$ cat src/rtl/jpeg_bitstream_sink.sv
// rtl/jpeg_bitstream_sink.sv - buffers JPEG bitstream words and serialises them MSB-first into byte RAM writes.
// Optional JPEG_EOI_APPEND_EN appends the FF D9 end-of-image marker after each frame's last byte.
module jpeg_bitstream_sink #(
    parameter int FIFO_DEPTH = 8,
    parameter int ADDR_W     = 24
) (
    input  logic              clk,
    input  logic              rst,
    input  logic [31:0]       bits_in,
    input  logic              bits_rdy,
    input  logic [4:0]        eof_cnt,
    input  logic              eof_p,
    input  logic              out_afull,
    output logic [7:0]        ram_byte,
    output logic              ram_wren,
    output logic [ADDR_W-1:0] ram_wraddr,
    output logic [ADDR_W-1:0] frame_size,
    output logic              frame_done,
    output logic              overflow,
    output logic              proto_err
);

    localparam int PTR_W = $clog2(FIFO_DEPTH);
    localparam logic [PTR_W:0] DEPTH_C = (PTR_W + 1)'(FIFO_DEPTH);

`ifdef JPEG_EOI_APPEND_EN
    typedef enum logic [2:0] {S_IDLE, S_LOAD, S_EMIT, S_FIN, S_EOI1, S_EOI2} state_t;
`else
    typedef enum logic [1:0] {S_IDLE, S_LOAD, S_EMIT, S_FIN} state_t;
`endif

    // FIFO entry layout: {word[31:0], nbytes[2:0], last}
    logic [35:0]       r_fifo [FIFO_DEPTH];
    logic [PTR_W-1:0]  r_wr_ptr;
    logic [PTR_W-1:0]  r_rd_ptr;
    logic [PTR_W:0]    r_count;
    state_t            r_state;
    state_t            w_next;
    logic [31:0]       r_word;
    logic [2:0]        r_nbytes;
    logic              r_last;
    logic [1:0]        r_idx;
    logic [ADDR_W-1:0] r_addr;
    logic [ADDR_W-1:0] r_last_addr;
    logic [7:0]        r_last_byte;
    logic [ADDR_W-1:0] r_frame_size;
    logic              r_frame_done;
    logic              r_overflow;
    logic              r_proto_err;

    logic              w_push_req;
    logic              w_full;
    logic              w_empty;
    logic              w_push;
    logic              w_pop;
    logic [5:0]        w_eof_sum;
    logic [31:0]       w_fill_mask;
    logic [35:0]       w_entry;
    logic [35:0]       w_head;
    logic [7:0]        w_cur_byte;
    logic              w_word_done;
    logic              w_wren;
    logic [7:0]        w_byte;
    logic              w_fin;

    assign w_push_req  = bits_rdy | eof_p;
    assign w_full      = (r_count == DEPTH_C);
    assign w_empty     = (r_count == '0);
    assign w_push      = w_push_req & ~w_full;
    assign w_pop       = (r_state == S_LOAD);
    assign w_eof_sum   = {1'b0, eof_cnt} + 6'd7;
    assign w_fill_mask = 32'hFFFF_FFFF >> eof_cnt;
    assign w_entry     = bits_rdy ? {bits_in, 3'd4, 1'b0}
                                  : {bits_in | w_fill_mask, w_eof_sum[5:3], 1'b1};
    assign w_head      = r_fifo[r_rd_ptr];
    assign w_word_done = ({1'b0, r_idx} == (r_nbytes - 3'd1));

    always_comb begin
        w_cur_byte = r_word[31:24];
        case (r_idx)
            2'd0: w_cur_byte = r_word[31:24];
            2'd1: w_cur_byte = r_word[23:16];
            2'd2: w_cur_byte = r_word[15:8];
            2'd3: w_cur_byte = r_word[7:0];
            default: w_cur_byte = r_word[31:24];
        endcase
    end

    always_ff @(posedge clk) begin
        if (w_push) r_fifo[r_wr_ptr] <= w_entry;
    end

    always_ff @(posedge clk or negedge rst) begin
        if (!rst) begin
            r_wr_ptr    <= '0;
            r_rd_ptr    <= '0;
            r_count     <= '0;
            r_overflow  <= 1'b0;
            r_proto_err <= 1'b0;
        end else begin
            if (w_push) r_wr_ptr <= r_wr_ptr + 1'b1;
            if (w_pop)  r_rd_ptr <= r_rd_ptr + 1'b1;
            case ({w_push, w_pop})
                2'b10:   r_count <= r_count + 1'b1;
                2'b01:   r_count <= r_count - 1'b1;
                default: r_count <= r_count;
            endcase
            if (w_push_req && w_full) r_overflow  <= 1'b1;
            if (bits_rdy && eof_p)    r_proto_err <= 1'b1;
        end
    end

    always_ff @(posedge clk or negedge rst) begin
        if (!rst) r_state <= S_IDLE;
        else      r_state <= w_next;
    end

    // A word is only taken from the FIFO while downstream can accept bytes,
    // so a stalled sink leaves every buffered word in the FIFO.
    always_comb begin
        w_next = r_state;
        case (r_state)
            S_IDLE: if (!w_empty && !out_afull) w_next = S_LOAD;
            S_LOAD: w_next = (w_head[3:1] == 3'd0) ? S_FIN : S_EMIT;
            S_EMIT: begin
                if (!out_afull && w_word_done) begin
                    if (r_last) begin
`ifdef JPEG_EOI_APPEND_EN
                        w_next = S_EOI1;
`else
                        w_next = S_FIN;
`endif
                    end else begin
                        w_next = w_empty ? S_IDLE : S_LOAD;
                    end
                end
            end
`ifdef JPEG_EOI_APPEND_EN
            S_EOI1: if (!out_afull) w_next = S_EOI2;
            S_EOI2: if (!out_afull) w_next = S_FIN;
`endif
            S_FIN:  w_next = S_IDLE;
            default: w_next = S_IDLE;
        endcase
    end

    always_comb begin
        w_wren = 1'b0;
        w_byte = 8'h00;
        w_fin  = 1'b0;
        case (r_state)
            S_EMIT: begin
                w_wren = ~out_afull;
                w_byte = w_cur_byte;
            end
`ifdef JPEG_EOI_APPEND_EN
            S_EOI1: begin
                w_wren = ~out_afull;
                w_byte = 8'hFF;
            end
            S_EOI2: begin
                w_wren = ~out_afull;
                w_byte = 8'hD9;
            end
`endif
            S_FIN:   w_fin = 1'b1;
            default: w_wren = 1'b0;
        endcase
    end

    always_ff @(posedge clk or negedge rst) begin
        if (!rst) begin
            r_word       <= '0;
            r_nbytes     <= '0;
            r_last       <= 1'b0;
            r_idx        <= '0;
            r_addr       <= '0;
            r_last_addr  <= '0;
            r_last_byte  <= '0;
            r_frame_size <= '0;
            r_frame_done <= 1'b0;
        end else begin
            r_frame_done <= w_fin;
            if (w_pop) begin
                r_word   <= w_head[35:4];
                r_nbytes <= w_head[3:1];
                r_last   <= w_head[0];
                r_idx    <= '0;
            end
            if (w_wren) begin
                r_addr      <= r_addr + 1'b1;
                r_last_addr <= r_addr;
                r_last_byte <= w_byte;
                if (r_state == S_EMIT) r_idx <= r_idx + 1'b1;
            end
            if (w_fin) begin
                r_frame_size <= r_addr;
                r_addr       <= '0;
            end
        end
    end

    // Between writes the byte/address outputs hold the last written pair.
    assign ram_wren   = w_wren;
    assign ram_byte   = w_wren ? w_byte : r_last_byte;
    assign ram_wraddr = w_wren ? r_addr : r_last_addr;
    assign frame_size = r_frame_size;
    assign frame_done = r_frame_done;
    assign overflow   = r_overflow;
    assign proto_err  = r_proto_err;

endmodule

$ cat config.mk
export PLATFORM = sky130hd
export DESIGN_NAME = jpeg_bitstream_sink
export DESIGN_NICKNAME = d
export VERILOG_FILES = /design/src/rtl/jpeg_bitstream_sink.sv
export SDC_FILE = /design/constraint.sdc
export NUM_CORES = 1
export LEC_CHECK = 0
export BUFFER_PORTS_ARGS = -buffer_cell sky130_fd_sc_hd__buf_4
export CAP_MARGIN = 25
export CORE_MARGIN = 10
export CORE_UTILIZATION = 35
export CTS_CLUSTER_SIZE = 20
export DETAILED_ROUTE_END_ITERATION = 10
export HOLD_SLACK_MARGIN = 0.12
export PLACE_DENSITY = 0.63
export SLEW_MARGIN = 20
export SYNTH_ARGS = -nofsm -noshare
export SYNTH_HDL_FRONTEND = slang
export SYNTH_SLANG_ARGS = --single-unit
$ cat constraint.sdc
create_clock -name clk -period 6.6 [get_ports clk]
set_clock_uncertainty 0.2 [all_clocks]
set_input_delay 1.32 -clock clk [delete_from_list [all_inputs] [get_ports clk]]
set_output_delay 1.32 -clock clk [all_outputs]
set_load 0.005 [all_outputs]
* After elaboration in Yosys (flattened, before gate mapping)
Memory sizes are Yosys's and may differ from the RTL's.
Cells that the tools add are included.
** Cells by class
- $add $sub $neg :: 8
- Equal/unequal tests :: 12
- Shift-type cells :: 1
- Multiplexer cells :: 21
- Bitwise logic cells :: 5
- Reductions and logical operators :: 13
** Operators with widths (count)
- two-way mux 24 bit :: 3
- two-way mux 36 bit :: 1
- OR 32 bit :: 1
- one-hot mux 8 bit (4 select lines) :: 1
- right shift 32 x 5 -> 32 bit, first input constant :: 1
- adder 24 x 1 -> 24 bit, second input constant :: 1
- two-way mux 8 bit :: 2
- two-way mux 2 bit :: 6
- == test 2 bit, second input constant :: 5
- one-hot mux 2 bit (4 select lines) :: 1
- one-hot mux 4 bit (2 select lines) :: 1
- adder 3 x 1 -> 3 bit, second input constant :: 2
- adder 5 x 3 -> 6 bit, second input constant :: 1
- == test 2 x 1 -> 1 bit, second input constant :: 3
- two-way mux 1 bit :: 6
- adder 4 x 1 -> 4 bit, second input constant :: 1
- == test 4 bit, second input constant :: 1
- logical AND 1 bit :: 4
- logical NOT 2 bit :: 2
- logical NOT 4 bit :: 1
- != test 2 bit, second input constant :: 2
- nonzero test 2 bit :: 2
- subtractor 4 x 1 -> 4 bit, second input constant :: 1
- == test 2 x 3 -> 1 bit :: 1
- 8 further kinds :: 10
** Word-level totals
- Bits in registers :: 133
- Bits in writable memories :: 288
- Input port bits :: 42
- Word-level logic and storage cells :: 76
- Memories :: 1
** Memories
- r_fifo :: words 8, width 36, rd ports 1, clocked after Yosys merged registers in 0, write ports 1, RTL line 33 : logic [35:0] r_fifo [FIFO_DEPTH];

* Longest topological paths before layout
Gate-level depths: netlist of run 1.
- Depth after elaboration :: 5
- Gate-level depth with buffers :: 10

* Least setup slack after synthesis of run 1
Ideal clock, no wire load.
- Kind :: input to register
- From :: input bits_rdy
- To :: memory r_fifo[1][0] (enable)
- Setup time :: 474 ps
- Arrival time :: 4334 ps
- Data required time :: 5926 ps
- Slack :: 1592 ps
- Cell stages on the path :: 4
- Buffers on the path :: 0
- Cells stage by stage :: nor2_1 > a21oi_1 > nand2_1 > nor3_1
** Between the ends
- Word-level cells in the longest chain between the ends :: 4
** Ends and longest elaborated chain
- start: declaration :: RTL line 10 : input logic bits_rdy,
- OR 1 bit :: RTL line 66 : assign w_push_req = bits_rdy | eof_p;
- bitwise AND 1 bit :: RTL line 69 : assign w_push = w_push_req & ~w_full;
- two-way mux 1 bit :: RTL line 90 : if (w_push) r_fifo[r_wr_ptr] <= w_entry;
- two-way mux 1 bit (implied by the code) :: RTL line 90
- end: declaration :: RTL line 33
Every way passes these cells.

* Worst setup path after layout of run 1
- From :: input out_afull
- To :: output ram_wraddr[0]
** Between the ends
- Word-level cells in the longest chain between the ends :: 3
** Ends and longest elaborated chain
- start: declaration :: RTL line 13 : input logic out_afull,
- NOT 1 bit :: RTL line 153 : w_wren = ~out_afull;
- two-way mux 1 bit :: RTL line 151 : case (r_state)
- two-way mux 24 bit
- end: declaration :: RTL line 16 : output logic [ADDR_W-1:0] ram_wraddr,
Every way passes these cells.

==> flow_metrics.py, run 1 <==
metrics = {
    "synth": {
        "synth_edf_count": 288,
        "synth_top_family_by_area": "multiplexers",
        "synthDistinctLibCells": 43,
        "yosysTopAreaCell": "edfxtp_1",
        "synthFlopType": "edfxtp_1",
        "yosys-top-cells-area": "edfxtp_1 52%, dfrtp_1 20%, mux4_2 9.7%",
        "async_reset_ff_share_pct": 31.6,
        "syn-instance-count": 1083,
        "synthXorXnorAreaFrac_pct": 0.939,
        "ys_seq_area_share_pct": 71.3,
        "synth-seq-cells": 421,
        "synth_area_per_cell_um2": 15.5,
        "synth_mux_area_share_pct": 11.9,
        "ys_warn_count": 0,
        "synthAdderAreaFrac_pct": 0.820,
        "synth_area_mm2": 0.0168,
        "yosys.area_share.simple_pct": 7.86,
        "synth_top_area_share_pct": 51.5,
        "synth_compound_area_share_pct": 5.43,
        "syn_nets": 1136,
    },
    "clocking": {
        "clock-sinks": 421,
        "insertion_delay_ns": 0.58,
        "ctsHoldBuffers": 0,
        "cts_tree": "done",
        "cts.htree.levels": 2,
        "cts_root_buf": "clkbuf_16",
        "cts_max_path_buffers": 3,
        "cts_resized": 0,
        "clk_pin_slew_ns": 0.07,
        "cts_setup_buffers": 0,
        "cts_buffers": 45,
    },
    "sta": {
        "fin_setup_tns_ns": 0,
        "hold_viol_final": 0,
        "finalCritPeriodShare_pct": 73.2,
        "worstMarginPinSlew_ns": 0.967,
        "rsz0062_at_grt": "false",
        "slew_viol_final": 0,
        "slew_headroom_pct": 35.5,
        "clock.fmax_ghz": 0.207,
        "setup_viol": 0,
        "period_minus_slack_ns": 4.83,
    },
    "finish": {
        "fin_nets": 1244,
        "fillCellCount": 4310,
        "final_common_cell": "edfxtp_1",
        "diodes": 0,
        "drive_above_1_share_pct": 23.3,
        "syn_to_final_growth_pct": 17.3,
        "final_util_pct": 41.4,
        "layout_common_cells": "288 x edfxtp_1, 201 x nand2_1, 130 x dfrtp_1, 115 x buf_4, 75 x o21ai_0",
        "fin_area_mm2": 0.0197,
    },
    "global_route": {
        "antenna_found_initial": 0,
        "grt-ovfl-total": 0,
        "grt_use_total_pct": 13.4,
        "grt_max_degree": 82,
        "grt_pass1_vias": 9607,
        "grt_first_pass_wirelength_um": 58600,
    },
    "drt": {
        "wl_um": 38100,
        "final_antenna_net_count": 0,
        "wl_per_cell_um": 20.7,
        "viasPerCell": 5.10,
        "drc": 0,
        "firstDrtPassIters": 9,
        "vias": 9389,
        "drt_iter0_markers": 697,
    },
    "min_path": {
        "holdCritPathClass": "flip-flop to flip-flop",
        "hold_start": "proto_err",
        "whs_path_depth": 1,
        "hold_end": "proto_err",
    },
    "pwr": {
        "p_per_area_mw_per_mm2": 336,
        "ir_drop_mv": 0.209,
        "power.leakage_nw": 7.26,
        "power_mw": 6.63,
    },
    "worst_setup_path": {
        "r2r-end": "r_word[17]",
        "r2r_slack_ns": 3.57,
        "worstSetupPathType": "input pin to primary output",
        "worstPathRequired_ns": 5.08,
        "worst_ep_arrival_time_ns": 3.31,
        "path_depth": 7,
        "cpMostUsedCell": "buf_4",
        "ff2ff_path_depth": 4,
        "slowest_delay_ns": 0.78,
        "critical-path-top-delay-family": "buffers and inverters",
        "endpoint_kind": "primary output",
        "path_cells": "buf_4 > or3b_4 > buf_4 > inv_1 > nand2_1 > nand2_1 > buf_4",
        "crit_start": "out_afull",
        "critPathBufInv": 4,
        "reg2reg_from": "r_rd_ptr[0]",
        "crit_path_top_delay_cell": "inv_1",
        "start_kind": "input pin",
        "critical_path.max_fanout": 58,
    },
    "job": {
        "cap_viol_max_count": 0,
    },
    "floorplan": {
        "ioPinCount": 102,
        "die_w_um": 239,
        "core_area_mm2": 0.0475,
        "num_rows": 80,
        "floorplan.initialDensity_pct": 35.3,
        "die_h_um": 239,
        "die_area_mm2": 0.0571,
    },
    "placed_design": {
        "gp_congestion": 0.749,
        "io_buffers": 101,
        "place_area_mm2": 0.0183,
        "dp_hpwl_um": 23600,
    },
    "outcome": {
        "outcome": "completed",
    },
}
-- synth_stat cells (all sizes together) (2+ instances only) --
| library cell | number |
|---|---|
| edfxtp | 288 |
| nand2 | 201 |
| dfrtp | 133 |
| o21ai | 75 |
| mux4 | 72 |
| mux2i | 36 |
| nor2 | 36 |
| clkbuf | 30 |
| buf | 26 |
| nand3 | 22 |
| a21o | 19 |
| a21oi | 19 |
| nand2b | 15 |
| inv | 13 |
| ha | 11 |
| xor2 | 11 |
| o31ai | 10 |
| a222oi | 8 |
| o211ai | 8 |
| xnor2 | 7 |
| nand4 | 6 |
| nor3 | 6 |
| or2 | 6 |
| nor2b | 3 |
| o21bai | 3 |
| a31oi | 2 |
| and3 | 2 |
| mux2 | 2 |
| nor3b | 2 |
| or3 | 2 |
-- state kept, by name, summed over array words and instances, names as in the netlist --
name / cells
r_count: 4
r_idx: 2
r_wr_ptr: 3
r_rd_ptr: 3
r_fifo: 288
r_last: 1
overflow: 1
frame_size: 24
r_state: 2
frame_done: 1
r_word: 32
r_addr: 24
r_last_byte: 8
proto_err: 1
r_last_addr: 24
r_nbytes: 3
-- layout make-up --
class                      instances  area, um^2  share of cell area [%]
multi-input combinational        593        4590                    23.3
tap                              615         769                    3.91
inverter                          13        48.8                   0.248
clock buffer                      60        1240                    6.31
clock inverter                    21         171                   0.870
sequential                       421       12000                    60.8
timing repair buffer             117         895                    4.54
-- layer usage --
metal | vias to the layer above | share of wire (%) | GRT usage [%]
met5 | - | 0 | 0
met4 | 0 | 2.0 | 3.92
met3 | 55 | 6.6 | 3.03
met2 | 282 | 46 | 21.0
met1 | 4770 | 45 | 18.2
li1 | 4282 | - | -
-- worst max path at each step --
stage	to
after global placement	ram_wraddr[6]
after floorplan	r_fifo[1][0]
after global routing	ram_wraddr[0]
after CTS	ram_wraddr[0]
final	ram_wraddr[0]
after detailed placement	ram_wraddr[22]
-- metrics by stage --
step / setup slack, ns / hold WS (ns) / cells
final: 1.77 / 0.263 / 1840
after global routing: 1.59 / 0.274 / 1840
after CTS: 1.77 / 0.267 / 1840
after detailed placement: 1.71 / 0.248 / 1759
after global placement: 1.80 / 0.244 / 1759
after floorplan: 1.59 / 0.249 / 1083
-- cells by family (layout without fill, tap and decap cells) --
| logic type | after synthesis | after routing |
|---|---|---|
| fa+ha+maj | 11 | 11 |
| mux | 110 | 110 |
| buf+inv | 69 | 211 |
| simple gates | 304 | 304 |
| xor+xnor | 18 | 18 |
| flops | 421 | 421 |
| compound gates | 150 | 150 |
-- where the power goes --
group          internal (mW)  switching (mW)  total (mW)
Sequential              3.30           0.129        3.43
Clock                   1.38            1.05        2.42
Combinational          0.247           0.531       0.778
(Power assumes the default switching activity.)
==> run 2, diff against run 1 <==
Settings changed: ABC_AREA set to 1.
Clock period 6.6 ns to 4.6 ns, I/O delays scaled along.
==> flow_metrics.py, run 2 <==
metrics = {
    "worst_setup_path": {
        "cpMostUsedCell": "inv_1",
        "endpoint_kind": "primary output",
        "start_kind": "flip-flop",
        "r2r-end": "r_word[21]",
        "critPathBufInv": 3,
        "crit_path_top_delay_cell": "dfrtp_1",
        "path_cells": "inv_1 > ha_1 > inv_1 > nor2_1 > o21ai_0 > buf_4",
        "critical-path-top-delay-family": "buffers and inverters",
        "crit_start": "r_idx[0]",
        "ff2ff_path_depth": 6,
        "worstSetupPathType": "flip-flop to primary output",
        "reg2reg_from": "r_rd_ptr[0]",
        "slowest_delay_ns": 0.44,
        "path_depth": 6,
        "critical_path.endpoint": "ram_byte[2]",
        "critical_path.max_fanout": 9,
        "worstPathRequired_ns": 3.48,
        "worst_ep_arrival_time_ns": 2.37,
        "r2r_slack_ns": 1.72,
    },
    "synth": {
        "synth-seq-cells": 421,
        "synthFlopType": "edfxtp_1",
        "synth.top_cells.by_count": "288 x edfxtp_1, 254 x nand2_1, 216 x o21ai_0, 207 x nor2_1, 133 x dfrtp_1",
        "synth.most_common_cell": "edfxtp_1",
        "yosys-top-cells-area": "edfxtp_1 50%, dfrtp_1 19%, o21ai_0 6.3%",
        "ys_warn_count": 0,
        "synth_top_area_share_pct": 50.2,
        "synth_area_mm2": 0.0172,
        "syn-instance-count": 1523,
        "synth_edf_count": 288,
        "ys_seq_area_share_pct": 69.5,
        "yosysTopAreaCell": "edfxtp_1",
        "synth_area_per_cell_um2": 11.3,
        "syn_nets": 1576,
        "synthDistinctLibCells": 38,
        "async_reset_ff_share_pct": 31.6,
    },
    "finish": {
        "largest-register": "r_fifo",
        "layout_common_cells": "288 x edfxtp_1, 253 x nand2_1, 216 x o21ai_0, 199 x nor2_1, 132 x dfrtp_1",
        "final_common_cell": "edfxtp_1",
        "fin_nets": 1673,
        "drive_above_1_share_pct": 14.0,
        "fillCellCount": 4525,
        "syn_to_final_growth_pct": 18.0,
        "largest_reg_flops": 288,
        "reg.largest.list": "r_fifo: 288 flops, r_word: 32 flops",
        "diodes": 0,
    },
    "global_route": {
        "grt_first_pass_wirelength_um": 68300,
        "antenna_found_initial": 0,
        "grt_max_degree": 110,
        "grt_pass1_vias": 11500,
        "grt_use_total_pct": 14.7,
        "grt-ovfl-total": 0,
    },
    "drt": {
        "vias": 11700,
        "final_antenna_net_count": 0,
        "firstDrtPassIters": 6,
        "wl_per_cell_um": 18.8,
        "drt_iter0_markers": 1264,
        "wl_um": 43700,
        "drc": 0,
        "viasPerCell": 5.05,
    },
    "placed_design": {
        "io_buffers": 101,
        "dp_hpwl_um": 27000,
        "gp_congestion": 0.805,
    },
    "floorplan": {
        "die_w_um": 242,
        "core_area_mm2": 0.0487,
        "ioPinCount": 102,
        "die_h_um": 242,
        "die_area_mm2": 0.0585,
        "num_rows": 81,
        "floorplan.initialDensity_pct": 35.3,
    },
    "clocking": {
        "clock-sinks": 421,
        "cts_setup_buffers": 0,
        "cts_tree": "done",
        "ctsHoldBuffers": 0,
        "cts_buffers": 45,
        "cts.htree.levels": 2,
        "insertion_delay_ns": 0.58,
        "cts_root_buf": "clkbuf_16",
        "cts_resized": 0,
        "cts_max_path_buffers": 3,
        "clk_pin_slew_ns": 0.06,
    },
    "min_path": {
        "holdCritPathClass": "input pin to asynchronous set/reset pin",
    },
    "outcome": {
        "outcome": "completed",
    },
    "sta": {
        "finalCritPeriodShare_pct": 75.8,
        "slew_headroom_pct": 26.6,
        "slew_viol_final": 0,
        "fin_setup_tns_ns": 0,
        "rsz0062_at_grt": "false",
        "clock.fmax_ghz": 0.287,
        "worstMarginPinSlew_ns": 1.09,
        "hold_viol_final": 0,
        "setup_viol": 0,
        "holdWs_ns": 0.268,
        "period_minus_slack_ns": 3.49,
    },
    "pwr": {
        "ir_drop_mv": 0.339,
        "p_per_area_mw_per_mm2": 623,
        "power.leakage_nw": 7.71,
    },
    "job": {
        "cap_viol_max_count": 0,
    },
}
==> run 2: cell count changes after synthesis, sizes merged, moves of 56 or more <==
| cell | change |
|---|---|
| inv | +71 |
| nand3 | +56 |
| nor2 | +176 |
| mux4 | -72 |
| o21ai | +152 |
| o221ai | +57 |
==> run 2: layer usage <==
layer  track usage (%)  vias up  share of wire (%)
li1                  -     5549                  -
met1              20.5     5727                 45
met2              22.9      400                 46
met3              3.33       43                7.6
met4              3.05        0                1.2
met5                 0        -                  0
==> run 2: logic make-up after synthesis <==
logic type               after synthesis  share of synthesized area (%)
flip-flops                           421                           69.5
XOR/XNOR                               9                          0.458
buffers and inverters                169                           3.99
AND/OR/NAND/NOR                      574                           13.6
AO/OA/AOI/OAI                        339                           11.6
adder cells (fa/ha/maj)               11                          0.799
==> run 2: worst min path at each step <==
stage	start	endpoint	slack [ns]	cells after the start
5_1_grt	rst	frame_size[22]	0.30	1
6_report	rst	frame_size[22]	0.27	1
3_5_place_dp	r_word[2]	r_word[2]	0.27	2
2_1_floorplan	r_word[1]	r_word[1]	0.25	2
3_3_place_gp	proto_err	proto_err	0.26	1
4_1_cts	r_word[14]	r_word[14]	0.28	2
==> run 2: through the flow <==
stage          cells  utilization, %  total power [mW]  worst slack (ns)  area, um^2
6_report        2321            41.7              12.7              1.11       20300
3_3_place_gp    2231            38.4              8.86              1.23       18700
4_1_cts         2317            41.6              12.7             0.970       20300
3_5_place_dp    2233            38.4              8.96              1.17       18700
5_1_grt         2321            41.7              13.4             0.905       20300
2_1_floorplan   1523               -              7.63             0.752       17200
==> run 2: area by class of cell <==
type,count,area [um^2],share of cell area [%]
sequential,421,12000,58.9
multi-input combinational,933,4620,22.8
clock buffer,65,1260,6.20
timing repair buffer,133,1030,5.09
tap,664,831,4.09
inverter,86,324,1.59
clock inverter,19,272,1.34
==> run 2: report_power, final <==
group / internal, mW / switching, mW / leakage [nW]
logic: 1.06 / 2.54 / 2.64
clock network: 2.26 / 1.50 / 0.749
registers: 4.95 / 0.352 / 4.33
==> run 2: worst register-to-register path: stages, from the launching register on <==
cell and delay, ns:
dfrtp_4 0.75, clkinv_2 0.61, buf_4 0.46, o21ai_0 0.25
o221ai_1 0.19, nand3_1 0.25, nand2_1 0.07
